$ cat src/rtl/synapse_mem_pkg.sv
// Shared types and default geometry for the synaptic weight memory path.
// The AXI memory front end uses the same defaults.
package synapse_mem_pkg;

    localparam int SYN_NUM_SYNAPSES = 72903;
    localparam int SYN_ADDR_W       = 17;
    localparam int SYN_WEIGHT_W     = 16;
    localparam int REQ_ID_W         = 8;

    typedef enum logic {
        RSP_OK        = 1'b0,
        RSP_ERR_RANGE = 1'b1
    } rsp_err_e;

    // is_wr lets the response stage force write completions to zero data
    typedef struct packed {
        logic                valid;
        logic                is_cfg;
        logic                is_wr;
        logic [REQ_ID_W-1:0] req_id;
        rsp_err_e            err;
    } pipe_entry_t;

endpackage

$ cat src/rtl/synapse_weight_arbiter_rr_arbiter.sv
// Round-robin arbiter; search starts one past the last granted requester.
module rr_arbiter #(
    parameter int N = 4,
    localparam int IDX_W = (N > 1) ? $clog2(N) : 1
) (
    input  logic             clk,
    input  logic             rst,
    input  logic [N-1:0]     req,
    input  logic             advance,
    output logic [N-1:0]     grant,
    output logic [IDX_W-1:0] grant_idx
);

    logic [IDX_W-1:0] last_grant;
    logic [IDX_W-1:0] cand_idx;
    int               cand;

    // Walk from farthest to nearest so the nearest requester overrides
    always_comb begin
        grant     = '0;
        grant_idx = '0;
        cand      = 0;
        cand_idx  = '0;
        for (int k = N; k >= 1; k--) begin
            cand = int'(last_grant) + k;
            if (cand >= N) begin
                cand = cand - N;
            end
            cand_idx = IDX_W'(cand);
            if (req[cand_idx]) begin
                grant           = '0;
                grant[cand_idx] = 1'b1;
                grant_idx       = cand_idx;
            end
        end
    end

    always_ff @(posedge clk or negedge rst) begin
        if (!rst) begin
            last_grant <= IDX_W'(N - 1);
        end else if (advance) begin
            last_grant <= grant_idx;
        end
    end

endmodule

$ cat src/rtl/synapse_weight_arbiter.sv
// Arbitrates the single-port weight RAM between NUM_REQ read engines and the
// configuration port, with range checking and a fixed two-cycle response pipeline.
module synapse_weight_arbiter
    import synapse_mem_pkg::*;
#(
    parameter int NUM_SYNAPSES  = SYN_NUM_SYNAPSES,
    parameter int ADDR_W        = SYN_ADDR_W,
    parameter int WEIGHT_W      = SYN_WEIGHT_W,
    parameter int NUM_REQ       = 4,
    parameter int CFG_BURST_MAX = 8
) (
    input  logic                      clk,
    input  logic                      rst,
    input  logic [NUM_REQ-1:0]        rd_req_valid,
    input  logic [NUM_REQ*ADDR_W-1:0] rd_req_addr,
    output logic [NUM_REQ-1:0]        rd_req_ready,
    output logic [NUM_REQ-1:0]        rd_rsp_valid,
    output logic [WEIGHT_W-1:0]       rd_rsp_data,
    output logic                      rd_rsp_err,
    input  logic                      cfg_valid,
    input  logic                      cfg_we,
    input  logic [ADDR_W-1:0]         cfg_addr,
    input  logic [WEIGHT_W-1:0]       cfg_wdata,
    output logic                      cfg_ready,
    output logic                      cfg_rsp_valid,
    output logic [WEIGHT_W-1:0]       cfg_rsp_rdata,
    output logic                      cfg_rsp_err,
    output logic                      mem_en,
    output logic                      mem_we,
    output logic [ADDR_W-1:0]         mem_addr,
    output logic [WEIGHT_W-1:0]       mem_wdata,
    input  logic [WEIGHT_W-1:0]       mem_rdata
);

    localparam int IDX_W    = (NUM_REQ > 1) ? $clog2(NUM_REQ) : 1;
    localparam int STREAK_W = $clog2(CFG_BURST_MAX + 1);

    logic [NUM_REQ-1:0]  arb_grant;
    logic [IDX_W-1:0]    arb_idx;
    logic [STREAK_W-1:0] cfg_streak;
    logic                cfg_block;
    logic                cfg_grant;
    logic                rd_grant_any;
    logic                acc_p0;
    logic [ADDR_W-1:0]   acc_addr_p0;
    logic                acc_err_p0;
    pipe_entry_t         ent_p0;
    pipe_entry_t         ent_p1;
    pipe_entry_t         ent_p2;
    logic                rsp_rd;
    logic                rsp_cfg;
    logic                rsp_err;

    rr_arbiter #(
        .N(NUM_REQ)
    ) u_rr (
        .clk      (clk),
        .rst      (rst),
        .req      (rd_req_valid),
        .advance  (rd_grant_any),
        .grant    (arb_grant),
        .grant_idx(arb_idx)
    );

    // Stage 0: grant selection and range check, all combinational
    assign cfg_block    = (cfg_streak == STREAK_W'(CFG_BURST_MAX)) && (|rd_req_valid);
    assign cfg_grant    = rst && cfg_valid && !cfg_block;
    assign cfg_ready    = cfg_grant;
    assign rd_req_ready = arb_grant & {NUM_REQ{rst && !cfg_grant}};
    assign rd_grant_any = |rd_req_ready;
    assign acc_p0       = cfg_grant || rd_grant_any;

    assign acc_addr_p0 = cfg_grant ? cfg_addr : rd_req_addr[arb_idx*ADDR_W +: ADDR_W];
    assign acc_err_p0  = int'({1'b0, acc_addr_p0}) >= NUM_SYNAPSES;

    always_comb begin
        ent_p0        = '0;
        ent_p0.valid  = acc_p0;
        ent_p0.is_cfg = cfg_grant;
        ent_p0.is_wr  = cfg_grant && cfg_we;
        ent_p0.req_id = cfg_grant ? '0 : REQ_ID_W'(arb_idx);
        ent_p0.err    = acc_err_p0 ? RSP_ERR_RANGE : RSP_OK;
    end

    always_ff @(posedge clk or negedge rst) begin
        if (!rst) begin
            cfg_streak <= '0;
        end else if (!cfg_grant) begin
            cfg_streak <= '0;
        end else if (cfg_streak != STREAK_W'(CFG_BURST_MAX)) begin
            cfg_streak <= cfg_streak + 1'b1;
        end
    end

    // Stage 1: RAM command, suppressed for out-of-range addresses
    always_ff @(posedge clk or negedge rst) begin
        if (!rst) begin
            ent_p1    <= '0;
            mem_en    <= 1'b0;
            mem_we    <= 1'b0;
            mem_addr  <= '0;
            mem_wdata <= '0;
        end else begin
            ent_p1 <= ent_p0;
            mem_en <= acc_p0 && !acc_err_p0;
            mem_we <= cfg_grant && cfg_we && !acc_err_p0;
            if (acc_p0) begin
                mem_addr  <= acc_addr_p0;
                mem_wdata <= cfg_wdata;
            end
        end
    end

    // Stage 2: qualify the RAM output into the response
    always_ff @(posedge clk or negedge rst) begin
        if (!rst) begin
            ent_p2 <= '0;
        end else begin
            ent_p2 <= ent_p1;
        end
    end

    assign rsp_rd  = ent_p2.valid && !ent_p2.is_cfg;
    assign rsp_cfg = ent_p2.valid && ent_p2.is_cfg;
    assign rsp_err = ent_p2.err == RSP_ERR_RANGE;

    always_comb begin
        rd_rsp_valid = '0;
        for (int i = 0; i < NUM_REQ; i++) begin
            rd_rsp_valid[i] = rsp_rd && (ent_p2.req_id == REQ_ID_W'(i));
        end
    end

    assign rd_rsp_err    = rsp_rd && rsp_err;
    assign rd_rsp_data   = (rsp_rd && !rsp_err) ? mem_rdata : '0;
    assign cfg_rsp_valid = rsp_cfg;
    assign cfg_rsp_err   = rsp_cfg && rsp_err;
    assign cfg_rsp_rdata = (rsp_cfg && !ent_p2.is_wr && !rsp_err) ? mem_rdata : '0;

endmodule

$ cat config.mk
export PLATFORM = sky130hd
export DESIGN_NAME = synapse_weight_arbiter
export DESIGN_NICKNAME = d
export VERILOG_FILES = /design/src/rtl/synapse_mem_pkg.sv /design/src/rtl/synapse_weight_arbiter_rr_arbiter.sv /design/src/rtl/synapse_weight_arbiter.sv
export SDC_FILE = /design/constraint.sdc
export NUM_CORES = 1
export LEC_CHECK = 0
export BUFFER_PORTS_ARGS = -buffer_cell sky130_fd_sc_hd__buf_2
export CAP_MARGIN = 20
export CORE_MARGIN = 2
export CORE_UTILIZATION = 50
export DETAILED_ROUTE_END_ITERATION = 7
export GPL_TIMING_DRIVEN = 0
export PLACE_DENSITY = 0.95
export SETUP_SLACK_MARGIN = 0.2
export SLEW_MARGIN = 20
export SYNTH_ARGS = -nofsm -noshare
export SYNTH_HDL_FRONTEND = slang
export SYNTH_SLANG_ARGS = --single-unit
$ cat constraint.sdc
create_clock -name clk -period 7.79 [get_ports clk]
set_clock_uncertainty 0.05 [all_clocks]
set_input_delay 0.779 -clock clk [delete_from_list [all_inputs] [get_ports clk]]
set_output_delay 0.779 -clock clk [all_outputs]
set_load 0.01 [all_outputs]
==> impl_metrics.env, run 1 <==
export IMPL_synth_area_leaders="dfrtp_1 33%, nand2_1 8.9%, and2_1 6.4%, mux2i_1 5.9%, o21ai_0 3.2%"
export IMPL_die_h_um=92.2
export IMPL_core_um2=7650
export IMPL_grt_use_total_pct=30.7
export IMPL_cp_slowest_stage_delay_ps=620
export IMPL_drt_pre_antenna_iters=5
export IMPL_critical_path_slowest_cell="dfstp_2"
export IMPL_post_route_min_period_ps=4820
export IMPL_die_x_um=92.2
export IMPL_syn_area_per_cell_um2=8.47
export IMPL_peakVddDrop_mv=0.216
export IMPL_ys_types=67
export IMPL_synth_warnings=0
export IMPL_vias=4349
export IMPL_vias_per_cell=5.64
export IMPL_initial_utilization_pct=50.9
export IMPL_hold_path_class="flip-flop to flip-flop"
export IMPL_worstMarginPinSlew_ps=922
export IMPL_fmax_mhz=208
export IMPL_cts_resized=0
export IMPL_cts_root_buf="clkbuf_8"
export IMPL_crit_arrival_ps=4980
export IMPL_layout_nets=802
export IMPL_hold_viol=0
export IMPL_cts_buffers=5
export IMPL_slew_viol_final=0
export IMPL_post_cts_buffers=0
export IMPL_finalWeightedCongestion=0.890
export IMPL_synth_top_area_share_pct=32.8
export IMPL_path_common_cell="clkbuf_1"
export IMPL_synth_async_reset_ratio_pct=100
export IMPL_numPortBuffers=202
export IMPL_post_route_util_pct=67.0
export IMPL_hold_buffers=0
export IMPL_ant_nets=0
export IMPL_rows=32
export IMPL_syn_inst=459
export IMPL_clkSinkCount=53
export IMPL_maxCapViolCount=0
export IMPL_wl_mm=13.4
export IMPL_critPathRequiredTime_ps=7950
export IMPL_clk_path_buf_depth=2
export IMPL_synthTopCellsByCount="92 x nand2_1, 51 x dfrtp_1, 40 x and2_1, 32 x nor2_1, 25 x o21ai_0"
export IMPL_setup_ws_ps=2970
export IMPL_die_area_um2=8500
export IMPL_whs_ps=307
export IMPL_grt_max_degree=56
export IMPL_wl_per_cell_um=17.4
export IMPL_synth_largest_area_cell="dfrtp_1"
export IMPL_synth_area_um2=3890
export IMPL_diodes=0
export IMPL_power_density_nw_per_um2=414
export IMPL_fin_crit_sh_pct=61.9
export IMPL_status="complete, no violations"
export IMPL_endpoint_kind="flip-flop"
export IMPL_drt_iter0_drc=233
export IMPL_hpwl_mm=10.7
export IMPL_cts_max_level=2
export IMPL_cts_tree="yes"
export IMPL_antenna_found_initial=0
export IMPL_area_growth_pct=31.7
export IMPL_rsz0062_at_grt="false"
export IMPL_synth_seq_cells=53
export IMPL_dp_slack_ps=3130
export IMPL_synth_ff_type="dfrtp_1"
export IMPL_yosysSeqAreaShare_pct=34.2
export IMPL_syn_nets=593
export IMPL_start_kind="flip-flop"
export IMPL_setup_tns_final_ps=0
export IMPL_grt_pass1_vias=4243
export IMPL_critPathMaxFanout=12
export IMPL_drc=0
export IMPL_slew_headroom_pct=38.5
export IMPL_final_setup_viol_count=0
export IMPL_grt_pass1_wl_mm=20.6
export IMPL_clk_latency_ps=310
export IMPL_io_pins=204
export IMPL_yosysMostFrequentCell="nand2_1"
export IMPL_crit_chain="buf_6 -> buf_2 -> inv_1 -> clkbuf_1 -> ha_1 -> mux4_2 -> clkbuf_1 -> o21ai_1 -> nand2_2 -> a221oi_1 -> a311oi_1 -> o2111ai_1 -> nand2_1 -> and2_1"
export IMPL_synth_edff_count=0
export IMPL_drive_gt1_share_pct=38.1
export IMPL_grt_ovfl_total=0
export IMPL_cts_clk_slew_worst_paths_ps=100
export IMPL_path_class="flip-flop to flip-flop"
export IMPL_power_leakage_nw=2.74
[where the power goes]
group	internal (mW)	total, mW	switching [mW]
sequential	0.399	0.465	0.0664
combinational	0.598	1.49	0.893
clock	0.0658	0.167	0.101
total	1.06	2.12	1.06
[layout make-up]
type,instances,area [um^2]
Sequential cell,53,1330
Clock buffer,5,68.8
Buffer,25,139
Clock inverter,3,25.0
Multi-Input combinational cell,370,2380
Tap cell,102,128
Fill cell,656,2520
Timing Repair Buffer,202,1010
Inverter,11,41.3
[stage by stage]
step	std cells	power (mW)	instance area, um^2
floorplan	459	1.48	3890
global placement	763	1.90	5030
detailed placement	763	1.94	5030
CTS	771	2.11	5120
global route	771	2.28	5120
finish	771	2.12	5120
[flip-flops by register name (all words and copies together), names as in the netlist]
| name | flops |
|---|---|
| ent_p1 | 6 |
| mem_en | 1 |
| u_rr.last_grant | 2 |
| cfg_streak | 4 |
| mem_we | 1 |
| mem_addr | 17 |
| mem_wdata | 16 |
| ent_p2 | 5 |
| rsp_err | 1 |
[worst paths after layout]
kind	from	endpoint	slack (ps)	depth (start not counted)
min in group asynchronous	rst	mem_wdata[5]	460	1
worst min-delay path	ent_p1[1]	ent_p2[1]	310	0
worst max-delay path	u_rr.last_grant[0]	ent_p1[0]	2970	14
worst min register to register	ent_p1[1]	ent_p2[1]	310	0
worst max register to register	u_rr.last_grant[0]	ent_p1[0]	2970	14
max in group asynchronous	rst	cfg_streak[0]	6790	1
[layer usage]
layer | global-route usage (%) | routed length [um] | part of all wire (%) | vias up
met1 | 36.5 | 5170 | 39 | 2074
met3 | 6.24 | 1050 | 7.8 | 30
li1 | - | - | - | 2035
met5 | 0 | 0 | 0 | -
met2 | 55.5 | 6800 | 51 | 210
met4 | 10.2 | 376 | 2.8 | 0
[placed cells by master (no fill, tap or decap), types with 4 or more instances in the layout]
cell | netlist | layout
nor3b_1 | 4 | 4
inv_1 | 10 | 10
ha_1 | 9 | 9
a221oi_1 | 5 | 5
clkbuf_8 | 0 | 5
nand3_1 | 13 | 13
buf_2 | 8 | 209
nor2_1 | 32 | 32
dfrtp_1 | 51 | 51
o21ai_0 | 25 | 25
nand2b_1 | 7 | 7
mux4_2 | 4 | 4
nor3_1 | 4 | 4
a31oi_1 | 5 | 5
clkbuf_1 | 10 | 10
and2_1 | 40 | 40
mux2i_1 | 23 | 23
buf_6 | 4 | 4
mux2_2 | 8 | 8
a221o_1 | 9 | 9
a21oi_1 | 24 | 24
and3_1 | 4 | 4
nand2_1 | 92 | 92
[worst max-delay path: cells and delay by family (launching register included)]
kind	cells	cell delay [ps]
and+or+nand+nor	3	590
buffers and inverters	5	1120
AOI/OAI and AO/OA	4	1380
muxes	1	430
DFF	1	620
adders and majority gates	1	510
[cells by family after synthesis]
| group | Yosys count | share of synthesized area, % |
|---|---|---|
| simple gates | 212 | 26.5 |
| compound gates | 106 | 19.0 |
| xor+xnor | 3 | 0.676 |
| mux | 40 | 12.2 |
| buf+inv | 36 | 4.63 |
| flops | 53 | 34.2 |
| fa+ha+maj | 9 | 2.89 |
(Power assumes the default switching activity.)
==> inputs of run 2 (changes only) <==
--- a/config.mk
+++ b/config.mk
@@ -8,10 +8,10 @@
 export BUFFER_PORTS_ARGS = -buffer_cell sky130_fd_sc_hd__buf_2
 export CAP_MARGIN = 20
 export CORE_MARGIN = 2
-export CORE_UTILIZATION = 50
+export CORE_UTILIZATION = 46
 export DETAILED_ROUTE_END_ITERATION = 7
 export GPL_TIMING_DRIVEN = 0
-export PLACE_DENSITY = 0.95
+export PLACE_DENSITY = 0.93
 export SETUP_SLACK_MARGIN = 0.2
 export SLEW_MARGIN = 20
 export SYNTH_ARGS = -nofsm -noshare
==> constraint.sdc (replaced) <==
create_clock -name clk -period 5 [get_ports clk]
set_clock_uncertainty 0.05 [all_clocks]
set_input_delay 0.5 -clock clk [delete_from_list [all_inputs] [get_ports clk]]
set_output_delay 0.5 -clock clk [all_outputs]
set_load 0.01 [all_outputs]
==> run 2 against run 1 <==
Effect of this change: final cell count increased by 0.91%; count of clock-buffer cells in the layout increased by 1; register-to-register slack got worse by 2600 ps; sequential share of layout area is 0.26 points lower; wire length rose by 0.25%; setup slack worse by 2600 ps; non-clock buffer count increased by 4; fmax increased by 4.9%; hold slack got worse by 130 ps; power is 58% higher.
==> impl_metrics.env, run 2 (synthesis gave the netlist of run 1 again) <==
export IMPL_status="complete, no violations"
export IMPL_maxCapViolCount=0
export IMPL_setup_worst_path_start="u_rr.last_grant[0]"
export IMPL_drc=0
export IMPL_top_regs="mem_addr (17), mem_wdata (16), ent_p1 (6)"
export IMPL_area_growth_pct=33.1
export IMPL_grt_ovfl_total=0
export IMPL_largest_register="mem_addr"
export IMPL_placed_cell_area_um2=5030
export IMPL_die_area_um2=9210
export IMPL_reg2reg_setup_slack_ps=410
export IMPL_peakVddDrop_mv=0.491
export IMPL_cts_clk_slew_worst_paths_ps=90
export IMPL_slew_headroom_pct=34.7
export IMPL_die_h_um=96.0
export IMPL_cp_slowest_stage_delay_ps=600
export IMPL_grt_pass1_vias=3875
export IMPL_numPortBuffers=202
export IMPL_wl_mm=13.4
export IMPL_crit_chain="buf_6 -> buf_2 -> inv_1 -> clkbuf_1 -> ha_1 -> mux4_2 -> clkbuf_1 -> o21ai_2 -> nand2_2 -> mux2_2 -> o21ai_0 -> o31ai_2 -> o211ai_2 -> and2_1"
export IMPL_hold_buffers=0
export IMPL_rows=33
export IMPL_layout_nets=806
export IMPL_fin_area_um2=5180
export IMPL_fmax_mhz=218
export IMPL_diodes=0
export IMPL_hold_viol=0
export IMPL_post_route_min_period_ps=4590
export IMPL_grt_pass1_wl_mm=19.7
export IMPL_cts_tree="yes"
export IMPL_drt_iter0_drc=271
export IMPL_grt_max_degree=56
export IMPL_r2r_start="u_rr.last_grant[0]"
export IMPL_critical_path_slowest_cell="dfstp_2"
export IMPL_mostFrequentLayoutCell="buf_2"
export IMPL_critPathMaxFanout=12
export IMPL_die_x_um=96.0
export IMPL_power_leakage_nw=2.77
export IMPL_clk_path_buf_depth=2
export IMPL_cts_buffers=5
export IMPL_finalWeightedCongestion=0.940
export IMPL_slew_viol_final=0
export IMPL_drt_pre_antenna_iters=4
export IMPL_io_pins=204
export IMPL_path_common_cell="clkbuf_1"
export IMPL_regToRegEndpoint="ent_p1[0]"
export IMPL_rsz0062_at_grt="true"
export IMPL_cts_root_buf="clkbuf_8"
export IMPL_start_kind="flip-flop"
export IMPL_fin_crit_sh_pct=91.9
export IMPL_wl_per_cell_um=17.3
export IMPL_ant_nets=0
export IMPL_hpwl_mm=10.9
export IMPL_power_density_nw_per_um2=649
export IMPL_cts_max_level=2
export IMPL_final_cells=778
export IMPL_vias_per_cell=5.51
export IMPL_vias=4290
export IMPL_initial_utilization_pct=47.3
export IMPL_endpoint_kind="flip-flop"
export IMPL_final_cell_mix="209 x buf_2, 92 x nand2_1, 51 x dfrtp_1"
export IMPL_crit_family="buffers and inverters"
export IMPL_hold_path_class="input pin to async pin"
export IMPL_drive_gt1_share_pct=39.1
export IMPL_largest_reg_flops=17
export IMPL_grt_use_total_pct=28.4
export IMPL_clkSinkCount=53
export IMPL_final_setup_viol_count=0
export IMPL_post_route_util_pct=63.0
export IMPL_placed_cells=766
export IMPL_critPathRequiredTime_ps=5150
export IMPL_crit_arrival_ps=4740
export IMPL_path_class="flip-flop to flip-flop"
export IMPL_setup_tns_final_ps=0
export IMPL_core_um2=8220
export IMPL_worstMarginPinSlew_ps=969
export IMPL_antenna_found_initial=0
export IMPL_ff2ff_path_depth=14
export IMPL_cp_num_buf_inv=5
export IMPL_clk_latency_ps=300
run 2: changes by cell type in the layout (fill, tap and decap cells not counted), sizes merged:
cell / before / now
inv: 13 / 12
clkinv: 0 / 1
clkinvlp: 1 / 0
clkbuf: 16 / 17
buf: 216 / 220
run 2: report_power, final:
part / leakage (nW) / internal, mW / switching (mW) / total, mW
Clock: 0.0456 / 0.100 / 0.140 / 0.240
Combinational: 2.07 / 0.974 / 1.42 / 2.40
Sequential: 0.648 / 0.622 / 0.0994 / 0.721
Total: 2.77 / 1.70 / 1.66 / 3.36
run 2: worst reg2reg max path, stage by stage, from the launching register on:
cell	delay [ps]
dfstp_2	600
buf_6	140
buf_2	240
inv_1	140
clkbuf_1	320
ha_1	510
mux4_2	420
clkbuf_1	290
o21ai_2	320
nand2_2	280
mux2_2	310
o21ai_0	110
o31ai_2	400
o211ai_2	170
and2_1	190
run 2: area by class of cell:
type	instances	area [um^2]
well taps	105	131
fillers	733	3040
plain buffers	25	139
multi-input cells	370	2410
clock inverters	2	13.8
inverters	11	41.3
flip-flops and latches	53	1330
clock buffers	6	72.6
repair buffers	206	1040
run 2: timing repair:
| action | CTS | global route |
|---|---|---|
| buffers inserted | 0 | 4 |
| resized for setup | 0 | 6 |
| endpoints found under the setup margin | 0 | 5 |
run 2: per-stage QoR:
step / setup slack [ps] / hold WS, ps / total power [mW]
detailed placement: 290 / 285 / 3.04
CTS: 269 / 202 / 3.28
finish: 406 / 177 / 3.36
global route: 188 / 229 / 3.61
floorplan: 1140 / 154 / 2.30
global placement: 273 / 282 / 2.99
run 2: layer usage:
metal	global-route usage [%]	routed length, um
met3	4.70	1230
met2	52.4	6890
met4	5.71	214
met5	0	0
met1	34.9	5110
run 2: how the worst max path moves through the flow:
stage	to	slack [ps]	cells after the start
4_1_cts	ent_p1[0]	270	16
5_1_grt	ent_p1[0]	190	14
3_5_place_dp	ent_p1[0]	290	16
3_3_place_gp	mem_en	270	15
2_1_floorplan	mem_addr[14]	1140	14
6_report	ent_p1[0]	410	14
==> inputs of run 3 (changes only) <==
==> constraint.sdc (replaced) <==
create_clock -name clk -period 5.04 [get_ports clk]
set_clock_uncertainty 0.05 [all_clocks]
set_input_delay 0.504 -clock clk [delete_from_list [all_inputs] [get_ports clk]]
set_output_delay 0.504 -clock clk [all_outputs]
set_load 0.01 [all_outputs]
==> run 3 against run 2 <==
Effect of this change: utilization is 0.37 points lower; sequential share of layout area up 0.15 points; final cell count decreased by 0.51%; final area is 0.58% lower; critical path depth unchanged; clock power about the same; count of clock-buffer cells in the layout stayed put; global-route usage is the same; via count shrank 0.21%; power fell by 1.9%; largest power group unchanged.
==> impl_metrics.env, run 3 (synthesis gave the netlist of run 1 again) <==
export IMPL_worstMarginPinSlew_ps=966
export IMPL_area_growth_pct=32.3
export IMPL_dp_slack_ps=330
export IMPL_antenna_found_initial=0
export IMPL_drt_iter0_drc=304
export IMPL_crit_arrival_ps=4760
export IMPL_grt_max_degree=56
export IMPL_numPortBuffers=202
export IMPL_mostFrequentLayoutCell="buf_2"
export IMPL_grt_ovfl_total=0
export IMPL_start_kind="flip-flop"
export IMPL_clk_path_buf_depth=2
export IMPL_rows=33
export IMPL_grt_pass1_vias=3875
export IMPL_slew_headroom_pct=34.9
export IMPL_status="complete, no violations"
export IMPL_grt_pass1_wl_mm=19.7
export IMPL_rsz0062_at_grt="false"
export IMPL_endpoint_kind="flip-flop"
export IMPL_cts_root_buf="clkbuf_8"
export IMPL_setup_ws_ps=425
export IMPL_io_pins=204
export IMPL_critPathRequiredTime_ps=5190
export IMPL_die_h_um=96.0
export IMPL_slew_viol_final=0
export IMPL_fin_crit_sh_pct=91.6
export IMPL_cp_slowest_stage_delay_ps=600
export IMPL_clkSinkCount=53
export IMPL_power_leakage_nw=2.75
export IMPL_diodes=0
export IMPL_hpwl_mm=10.9
export IMPL_cts_tree="yes"
export IMPL_largest_register="mem_addr"
export IMPL_hold_path_class="input pin to async pin"
export IMPL_post_route_min_period_ps=4610
export IMPL_wl_per_cell_um=17.3
export IMPL_post_cts_buffers=0
export IMPL_clk_latency_ps=300
export IMPL_drt_pre_antenna_iters=5
export IMPL_die_area_um2=9210
export IMPL_peakVddDrop_mv=0.486
export IMPL_cts_buffers=5
export IMPL_wl_mm=13.4
export IMPL_core_um2=8220
export IMPL_power_density_nw_per_um2=640
export IMPL_final_cell_mix="209 x buf_2, 92 x nand2_1, 51 x dfrtp_1"
export IMPL_initial_utilization_pct=47.3
export IMPL_vias=4281
export IMPL_final_setup_viol_count=0
export IMPL_largest_reg_flops=17
export IMPL_top_regs="mem_addr (17), mem_wdata (16), ent_p1 (6)"
export IMPL_critical_path_slowest_cell="dfstp_2"
export IMPL_ant_nets=0
export IMPL_drc=0
export IMPL_finalWeightedCongestion=0.940
export IMPL_cts_max_level=2
export IMPL_critPathMaxFanout=12
export IMPL_fmax_mhz=217
export IMPL_path_class="flip-flop to flip-flop"
export IMPL_drive_gt1_share_pct=38.7
export IMPL_hold_viol=0
export IMPL_grt_use_total_pct=28.4
export IMPL_path_common_cell="clkbuf_1"
export IMPL_layout_nets=802
export IMPL_die_x_um=96.0
export IMPL_cts_clk_slew_worst_paths_ps=90
export IMPL_vias_per_cell=5.53
export IMPL_crit_chain="buf_6 -> buf_2 -> inv_1 -> clkbuf_1 -> ha_1 -> mux4_2 -> clkbuf_1 -> o21ai_2 -> nand2_2 -> mux2_2 -> o21ai_0 -> o31ai_2 -> o211ai_2 -> and2_1"
export IMPL_setup_tns_final_ps=0
export IMPL_maxCapViolCount=0
run 3: cell count changes in the layout (fill, tap and decap cells not counted), sizes merged:
cell	previous run	this run
buf	220	216
run 3: what timing repair did:
action                     in CTS  in global routing
hold endpoints to repair        0                  0
resized for setup               0                  6
hold buffers                    0                  0
setup endpoints to repair       0                  3
run 3: path summary, 6_finish.rpt:
check,cells after the start,from,slack (ps),to
worst max-delay path,14,u_rr.last_grant[0],430,ent_p1[0]
worst min-delay path,1,rst,180,mem_wdata[11]
worst max register to register,14,u_rr.last_grant[0],430,ent_p1[0]
worst min register to register,0,ent_p1[11],310,ent_p2[11]
max in group asynchronous,1,rst,4320,mem_addr[8]
min in group clk,0,ent_p1[11],310,ent_p2[11]
run 3: routing by layer:
layer / vias up / global-route usage (%) / part of all wire [%] / wire, um
li1: 2035 / - / - / -
met1: 2005 / 34.9 / 39 / 5190
met2: 225 / 52.4 / 51 / 6850
met3: 16 / 4.70 / 8.6 / 1160
met4: 0 / 5.71 / 1.6 / 218
met5: - / 0 / 0 / 0
run 3: worst max-delay path, delay by kind of cell, from the launching register on:
kind                       cells  cell delay [ps]
AOI/OAI and AO/OA              4             1000
muxes                          2              730
adders and majority gates      1              510
buffers and inverters          5             1140
and+or+nand+nor                2              470
DFF                            1              600
run 3: cell type report:
cell class	instances	area [um^2]
Fill cell	734	3070
Multi-Input combinational cell	370	2410
Sequential cell	53	1330
Timing Repair Buffer	202	1010
Buffer	25	139
Tap cell	105	131
Clock buffer	6	72.6
Inverter	11	41.3
Clock inverter	2	13.8
run 3: through the flow:
stage	hold slack (ps)	power [mW]	util (%)	cells	area, um^2
2_1_floorplan	158	2.28	-	459	3890
3_3_place_gp	282	2.97	61.2	766	5030
3_5_place_dp	285	3.02	61.3	766	5030
4_1_cts	206	3.25	62.3	774	5120
5_1_grt	233	3.54	62.6	774	5150
6_report	181	3.30	62.6	774	5150
run 3: power breakdown:
| group | switching [mW] | internal, mW | total [mW] |
|---|---|---|---|
| registers | 0.0987 | 0.617 | 0.715 |
| logic | 1.41 | 0.935 | 2.34 |
| clock network | 0.138 | 0.0993 | 0.238 |
| total | 1.64 | 1.65 | 3.30 |
